===== src/rtl/ec_exc_ctrl.sv =====
// Exception arbiter and CP0 register file at the commit stage; flush/redirect registered, one cycle after commit.
// No backpressure: one instruction may commit per cycle, and flushes can issue on consecutive cycles.
module ec_exc_ctrl #(
  parameter int          HW_INT_N    = 6,
  parameter int          SYNC_STAGES = 2,
  parameter int          COUNT_DIV   = 2,
  parameter int          EX_W        = 6,
  parameter logic [31:0] EXC_VEC     = 32'hBFC0_0380
) (
  input  logic                clk,
  input  logic                reset,
  input  logic [HW_INT_N-1:0] ext_int,
  input  logic                ec_valid,
  input  logic [EX_W-1:0]     ec_ex,
  input  logic                ec_load,
  input  logic                ec_bd,
  input  logic [31:0]         ec_pc,
  input  logic [31:0]         ec_badaddr,
  input  logic                ec_eret,
  input  logic                ec_cp0wen,
  input  logic [7:0]          ec_cp0addr,
  input  logic [31:0]         ec_wdata,
  output logic [31:0]         ec_cp0rdata,
  output logic                exc_flush,
  output logic [31:0]         exc_target,
  output logic [31:0]         cp0_epc,
  output logic                status_exl
);

  localparam logic [7:0] ADDR_BADVADDR = 8'd8  << 3;
  localparam logic [7:0] ADDR_COUNT    = 8'd9  << 3;
  localparam logic [7:0] ADDR_COMPARE  = 8'd11 << 3;
  localparam logic [7:0] ADDR_STATUS   = 8'd12 << 3;
  localparam logic [7:0] ADDR_CAUSE    = 8'd13 << 3;
  localparam logic [7:0] ADDR_EPC      = 8'd14 << 3;

  logic [HW_INT_N-1:0] sync_q [SYNC_STAGES];
  logic [5:0]  hw_ip;
  logic [7:0]  ip;
  logic [7:0]  status_im;
  logic        status_ie;
  logic        exl;
  logic        cause_bd;
  logic        cause_ti;
  logic [1:0]  cause_ip_sw;
  logic [4:0]  cause_code;
  logic [31:0] epc;
  logic [31:0] badvaddr;
  logic [31:0] count;
  logic [31:0] compare;
  logic [31:0] count_inc;
  logic        phase;
  logic        tick;
  logic        int_req;
  logic        exc_take;
  logic        eret_take;
  logic        wr_en;
  logic [4:0]  exc_code;
  logic        bad_wr;
  logic [31:0] bad_val;

  always_ff @(posedge clk) begin
    if (reset) begin
      for (int s = 0; s < SYNC_STAGES; s++) sync_q[s] <= '0;
    end else begin
      sync_q[0] <= ext_int;
      for (int s = 1; s < SYNC_STAGES; s++) sync_q[s] <= sync_q[s-1];
    end
  end

  // Lines beyond HW_INT_N stay 0, so IP7 degenerates to the timer alone.
  always_comb begin
    hw_ip = '0;
    hw_ip[HW_INT_N-1:0] = sync_q[SYNC_STAGES-1];
  end

  assign ip        = {hw_ip[5] | cause_ti, hw_ip[4:0], cause_ip_sw};
  assign int_req   = status_ie & ~exl & (|(ip & status_im));
  assign exc_take  = ec_valid & ~exl & (int_req | (|ec_ex));
  assign eret_take = ec_valid & ec_eret & ~exc_take;
  // An instruction carrying any exception flag never commits its CP0 write.
  assign wr_en     = ec_valid & ec_cp0wen & ~(|ec_ex) & ~exc_take;
  assign tick      = (COUNT_DIV == 1) ? 1'b1 : phase;
  assign count_inc = count + 32'd1;

  always_comb begin
    exc_code = 5'h00;
    bad_wr   = 1'b0;
    bad_val  = ec_badaddr;
    if (int_req) begin
      exc_code = 5'h00;
    end else if (ec_ex[5]) begin
      exc_code = 5'h04;
      bad_wr   = 1'b1;
      bad_val  = ec_pc;
    end else if (ec_ex[4]) begin
      exc_code = 5'h0a;
    end else if (ec_ex[3]) begin
      exc_code = 5'h0c;
    end else if (ec_ex[2]) begin
      exc_code = 5'h09;
    end else if (ec_ex[1]) begin
      exc_code = 5'h08;
    end else if (ec_ex[0]) begin
      exc_code = ec_load ? 5'h04 : 5'h05;
      bad_wr   = 1'b1;
    end
  end

  always_ff @(posedge clk) begin
    if (reset) begin
      phase    <= 1'b0;
      count    <= '0;
      compare  <= '0;
      cause_ti <= 1'b0;
    end else begin
      phase <= ~phase;
      if (wr_en && ec_cp0addr == ADDR_COUNT) count <= ec_wdata;
      else if (tick) count <= count_inc;
      // A Compare write always wins over a coincident match.
      if (wr_en && ec_cp0addr == ADDR_COMPARE) begin
        compare  <= ec_wdata;
        cause_ti <= 1'b0;
      end else if (tick && !(wr_en && ec_cp0addr == ADDR_COUNT) && count_inc == compare) begin
        cause_ti <= 1'b1;
      end
    end
  end

  always_ff @(posedge clk) begin
    if (reset) begin
      status_im   <= '0;
      status_ie   <= 1'b0;
      exl         <= 1'b0;
      cause_bd    <= 1'b0;
      cause_ip_sw <= '0;
      cause_code  <= '0;
      epc         <= '0;
      badvaddr    <= '0;
      exc_flush   <= 1'b0;
      exc_target  <= '0;
    end else begin
      exc_flush <= exc_take | eret_take;
      if (wr_en) begin
        case (ec_cp0addr)
          ADDR_STATUS: begin
            status_im <= ec_wdata[15:8];
            exl       <= ec_wdata[1];
            status_ie <= ec_wdata[0];
          end
          ADDR_CAUSE: cause_ip_sw <= ec_wdata[9:8];
          ADDR_EPC:   epc <= ec_wdata;
          default: ;
        endcase
      end
      if (exc_take) begin
        exl        <= 1'b1;
        cause_code <= exc_code;
        cause_bd   <= ec_bd;
        epc        <= ec_bd ? ec_pc - 32'd4 : ec_pc;
        exc_target <= EXC_VEC;
        if (bad_wr) badvaddr <= bad_val;
      end else if (eret_take) begin
        exl        <= 1'b0;
        exc_target <= epc;
      end
    end
  end

  always_comb begin
    ec_cp0rdata = '0;
    case (ec_cp0addr)
      ADDR_BADVADDR: ec_cp0rdata = badvaddr;
      ADDR_COUNT:    ec_cp0rdata = count;
      ADDR_COMPARE:  ec_cp0rdata = compare;
      ADDR_STATUS:   ec_cp0rdata = {9'b0, 1'b1, 6'b0, status_im, 6'b0, exl, status_ie};
      ADDR_CAUSE:    ec_cp0rdata = {cause_bd, cause_ti, 14'b0, ip, 1'b0, cause_code, 2'b0};
      ADDR_EPC:      ec_cp0rdata = epc;
      default:       ec_cp0rdata = '0;
    endcase
  end

  assign cp0_epc    = epc;
  assign status_exl = exl;

endmodule


===== config.mk =====
export PLATFORM = sky130hd
export DESIGN_NAME = ec_exc_ctrl
export DESIGN_NICKNAME = d
export VERILOG_FILES = /design/src/rtl/ec_exc_ctrl.sv
export SDC_FILE = /design/constraint.sdc
export NUM_CORES = 1
export LEC_CHECK = 0
export BUFFER_PORTS_ARGS = -buffer_cell sky130_fd_sc_hd__buf_4
export CAP_MARGIN = 20
export CORE_ASPECT_RATIO = 0.9
export CORE_MARGIN = 10
export CORE_UTILIZATION = 40
export DETAILED_ROUTE_END_ITERATION = 10
export GPL_TIMING_DRIVEN = 0
export PLACE_DENSITY_LB_ADDON = 0.05
export SKIP_LAST_GASP = 1
export SLEW_MARGIN = 40
export SYNTH_ARGS = -nofsm -noshare
export SYNTH_HDL_FRONTEND = slang
export SYNTH_SLANG_ARGS = --single-unit

===== constraint.sdc =====
create_clock -name clk -period 3.4 [get_ports clk]
set_input_delay 0.68 -clock clk [delete_from_list [all_inputs] [get_ports clk]]
set_output_delay 0.68 -clock clk [all_outputs]
set_load 0.01 [all_outputs]

# Yosys cells after proc, flatten, opt, wreduce, memory -nomap -nowiden
# Memories as Yosys holds them, arrays and structs flattened.
# Index checks and enable logic that the tools add are counted.
# classes
add_sub_neg	2
n_eq_ne	7
muxes	35
bitwise	19
reduce_logical	20
# op_table
operator	n
32-bit two-way mux	10
32-bit one-hot mux with 6 select lines	1
8-bit by 7-bit == test with 1-bit output, second input constant	6
32-bit by 1-bit adder with 32-bit output, second input constant	1
32-bit == test	1
32-bit by 3-bit subtractor with 32-bit output, second input constant	1
4-bit two-way mux	6
1-bit two-way mux	15
6-bit two-way mux	2
2-bit AND reduction	5
1-bit bitwise AND	9
8-bit bitwise AND	1
2-bit nonzero test	4
8-bit OR reduction	1
3-bit nonzero test	2
6-bit OR reduction	1
1-bit bitwise OR	5
1-bit logical AND	4
1-bit NOT	4
2-bit OR reduction	2
3-bit two-way mux	1
1-bit zero test	1
# totals
register_bits	181
mem_bits_rw	12
word_cells	99
mem_count	1
# mem_list
name	depth	word_bits	read_ports	rd_ports_with_merged_regs	wr	line_no	rtl
sync_q	2	6	2	0	2	37	logic [HW_INT_N-1:0] sync_q [SYNC_STAGES];

# Depth between registers and ports, before layout
# An unclocked memory read counts as a cell.
# depth
word_depth	13
depth_mapped	10
depth_no_buf	9

# Worst setup path before layout
# Ideal clock, no wire load.
# synth_path
path_kind	in2out
startpoint	in ec_cp0addr[1]
endpoint	out ec_cp0rdata[12]
t_arrival_ps	1975
required_ps	2720
slack_ps	745
cell_stages	6
path_buffers	2
path_cell_list	nor4b_1 and3b_1 clkbuf_1 clkbuf_1 a22oi_1 nand3_1
# synth_via
elab_chain_len	2
# synth_rtl
element	line_no	rtl
start: declaration	21	input logic [7:0] ec_cp0addr,
8-bit by 7-bit == test with 1-bit output	172	case (ec_cp0addr)
32-bit one-hot mux with 6 select lines (*)	172	
end: declaration	23	output logic [31:0] ec_cp0rdata,
# Every way passes the cells marked *; elsewhere a longest branch is shown, timed or not.

# Worst setup path after layout
# layout_path
startpoint	in ec_cp0addr[1]
endpoint	out ec_cp0rdata[15]
# Same word-level chain as after synthesis.

==> impl_results.md <==
- Crit Reg-Reg Startpoint: count[0]
- Initial DRC Count: 1195
- Worst Hold Slack: 0.437 ns
- Layout Area Growth over Synthesis: 26.1%
- Ys async rst share: 0%
- Largest net degree at the start of global routing: 21
- Power per Cell Area: 398 nW/um2
- HP Class: input port to flip-flop
- N_diodes: 0
- Die area: 32800 um2
- Worst Min Path Start: ext_int[0]
- Post-synth top area share: 37.0%
- Gr ovfl total: 0
- Hold worst-path end: sync_q[0][0]
- Critical register-to-register path endpoint: cause_ti
- # setup viols final: 0
- Core area: 25300 um2
- Row cnt: 55
- Sequential-to-total area share from yosys stat: 37.0%
- Vias in the first global route: 10000
- H-tree levels: 4
- Fin. max-slew vios: 0
- Port bufs: 219
- R2r setup slk: 0.26 ns
- Initial antenna violation count: 0
- Final core occ: 51.7%
- EDFF count, synth: 0
- Synth area leader: dfxtp_1
- TritonCTS buffer count: 17
- Max-cap violations: 0
- Synth unique cells: 66
- Final Hold Viols: 0
- Nets@finish: 1640
- Cells after synthesis: 1278
- Clk sinks: 192
- Slew HR: 41.0%
- Fillers: 2550
- Clock buffer depth: 2
- Startpoint Class: input port
- Top post-synthesis cells by area: dfxtp_1 37%, nand2_1 7.8%, a211oi_1 7.2%, mux2i_1 7.1%, nor2_1 5.2%
- Leak: 5.07 nW
- Cts hold-fix bufs: 0
- TritonRoute pass-1 iters: 6
- Die Span X: 190 um
- Final antenna-violating net count: 0
- RSZ-0062 raised after global routing: false
- Root Buffer: clkbuf_16
- Post-Route WL: 43200 um
- Post-Place Cells: 1839
- Mapped Avg Cell Area: 8.13 um2
- Vias: 10500
- Ratio of cells with drive above 1 in the final layout: 20.6%
- Die span in y: 173 um
- I/O Pins: 221
- Min Clock Period, post-route: 3.37 ns
- Critical Setup Path Class: input port to output port
- Worst-Margin Slew: 0.886 ns
- DP Wirelength: 35200 um
- Clk_skew: 0.0124 ns
- Crit path DAT: 2.69 ns
- Synth Cell Area: 10400 um2
- Starting Density: 41.0%
- Flops & latches, synth: 192
- RD Place Congestion: 0.961
- Peak VDD IR: 0.329 mV
- Post-DP Area: 12500 um2
- Final period util: 99.2%
- Crit-path max FO: 10
- Post-CTS Setup Bufs: 0
- Worst-path clk slew: 0.08 ns
- Reg2Reg Depth: 9
- Main synth FF type: dfxtp_1
- Syn_nets: 1403
- Vias per inst: 5.61
- Most frequent cells in the layout: 222 x buf_4, 215 x nand2_1, 192 x dfxtp_1
- Yosys warnings: 0
- Post-route DRC violation count: 0
- Commonest non-fill, non-tap cell in the layout: buf_4
- Status: finished clean
- Hold Crit Depth: 2
- CTS tree: done
- WL/cell: 23.1 um
- First-pass GRT wire length: 63900 um
- Non-Filler Instances: 1870
- CP Capture Type: output port
- Total GRT Usage: 25.5%
- Worst-Skew Late Latency: 0.46 ns
- Fmax: 0.296 GHz
- Worst endpoint required time: 2.72 ns
- Finished Cell Area: 13100 um2
[kinds of logic (layout without fill, tap and decap cells)]
group	Yosys count	after routing	synth area share [%]
simple gates	523	523	23.8
fa+ha+maj	2	2	0.241
mux	75	75	7.24
buf+inv	115	365	4.54
flops	192	192	37.0
compound gates	276	276	18.9
xor+xnor	95	95	8.23
[flip-flops by register name, summed over array words and instances, names as in the netlist, 4 cells and up]
| name | count |
|---|---|
| badvaddr | 32 |
| compare | 32 |
| count | 32 |
| cp0_epc | 32 |
| exc_target | 32 |
| sync_q | 12 |
| status_im | 8 |
| cause_code | 4 |
[routing by layer]
layer	vias up	track usage (%)	routed length [um]
met5	-	0	0
met4	0	5.12	588
li1	5042	-	-
met3	35	6.34	4020
met1	4970	35.4	19500
met2	443	38.9	19100
[worst max-delay path, cell delays in order]
cell and delay (ns):
buf_4 0.12, nor4_2 0.54, and3_1 0.24, buf_1 0.28, clkbuf_2 0.30, a22oi_1 0.12, nand4_1 0.24, buf_4 0.17
[synthesized netlist by cell type (all sizes together), types with 2 or more instances]
master	number
and4b	2
nand2	215
a211oi	100
nor4	16
a221oi	2
nor4b	2
a2111oi	2
and2	6
xor2	46
xnor2	48
nand3b	5
and3b	4
o21ai	4
a21oi	67
clkbuf	84
inv	8
a21boi	4
nor2	146
nor3	13
a31o	3
o211ai	2
or4	5
and4	5
a311oi	3
buf	23
nor3b	5
nand3	32
and3	14
o31ai	3
dfxtp	192
ha	2
nand4	22
o21ba	2
a31oi	15
a222oi	20
a21bo	2
mux2i	74
or3	6
nor2b	15
nand2b	8
a22oi	39
[metrics by stage]
stage                     setup slack (ns)  total power, mW  TNS, ns
final                               0.0267             5.20        0
after global routing                0.0225             5.37        0
after CTS                           0.0119             5.22        0
after detailed placement            -0.483             3.16   -11.66
after global placement              -0.484             3.15   -11.66
after floorplan                      0.745             2.74        0
[worst max path at each step]
stage,slack [ns],start,to
2_1_floorplan,0.74,ec_cp0addr[1],ec_cp0rdata[12]
3_3_place_gp,-0.48,ec_cp0addr[1],ec_cp0rdata[7]
3_5_place_dp,-0.48,ec_cp0addr[1],ec_cp0rdata[7]
4_1_cts,0.01,ec_cp0addr[1],ec_cp0rdata[14]
5_1_grt,0.02,ec_cp0addr[1],ec_cp0rdata[14]
6_report,0.03,ec_cp0addr[1],ec_cp0rdata[15]
[cell type report]
| type | count | area (um2) | area share, % |
|---|---|---|---|
| Multi-Input combinational cell | 971 | 6090 | 46.5 |
| Sequential cell | 192 | 3840 | 29.4 |
| Timing Repair Buffer | 219 | 1640 | 12.6 |
| Buffer | 106 | 454 | 3.47 |
| Clock buffer | 18 | 439 | 3.35 |
| Tap cell | 342 | 428 | 3.27 |
| Clock inverter | 14 | 165 | 1.26 |
| Inverter | 8 | 30.0 | 0.229 |
[timing repair]
item                                   in CTS  in global routing
endpoints found under the hold margin       0                  0
gates cloned                                0                  0
setup endpoints to repair                  32                 18
gates resized for setup                    13                  6
[power by group]
group	internal [mW]	total (mW)	switching, mW
registers	2.34	2.46	0.119
logic	0.285	0.654	0.369
clock network	1.01	2.09	1.08
Power figures use the tool's default switching activity.
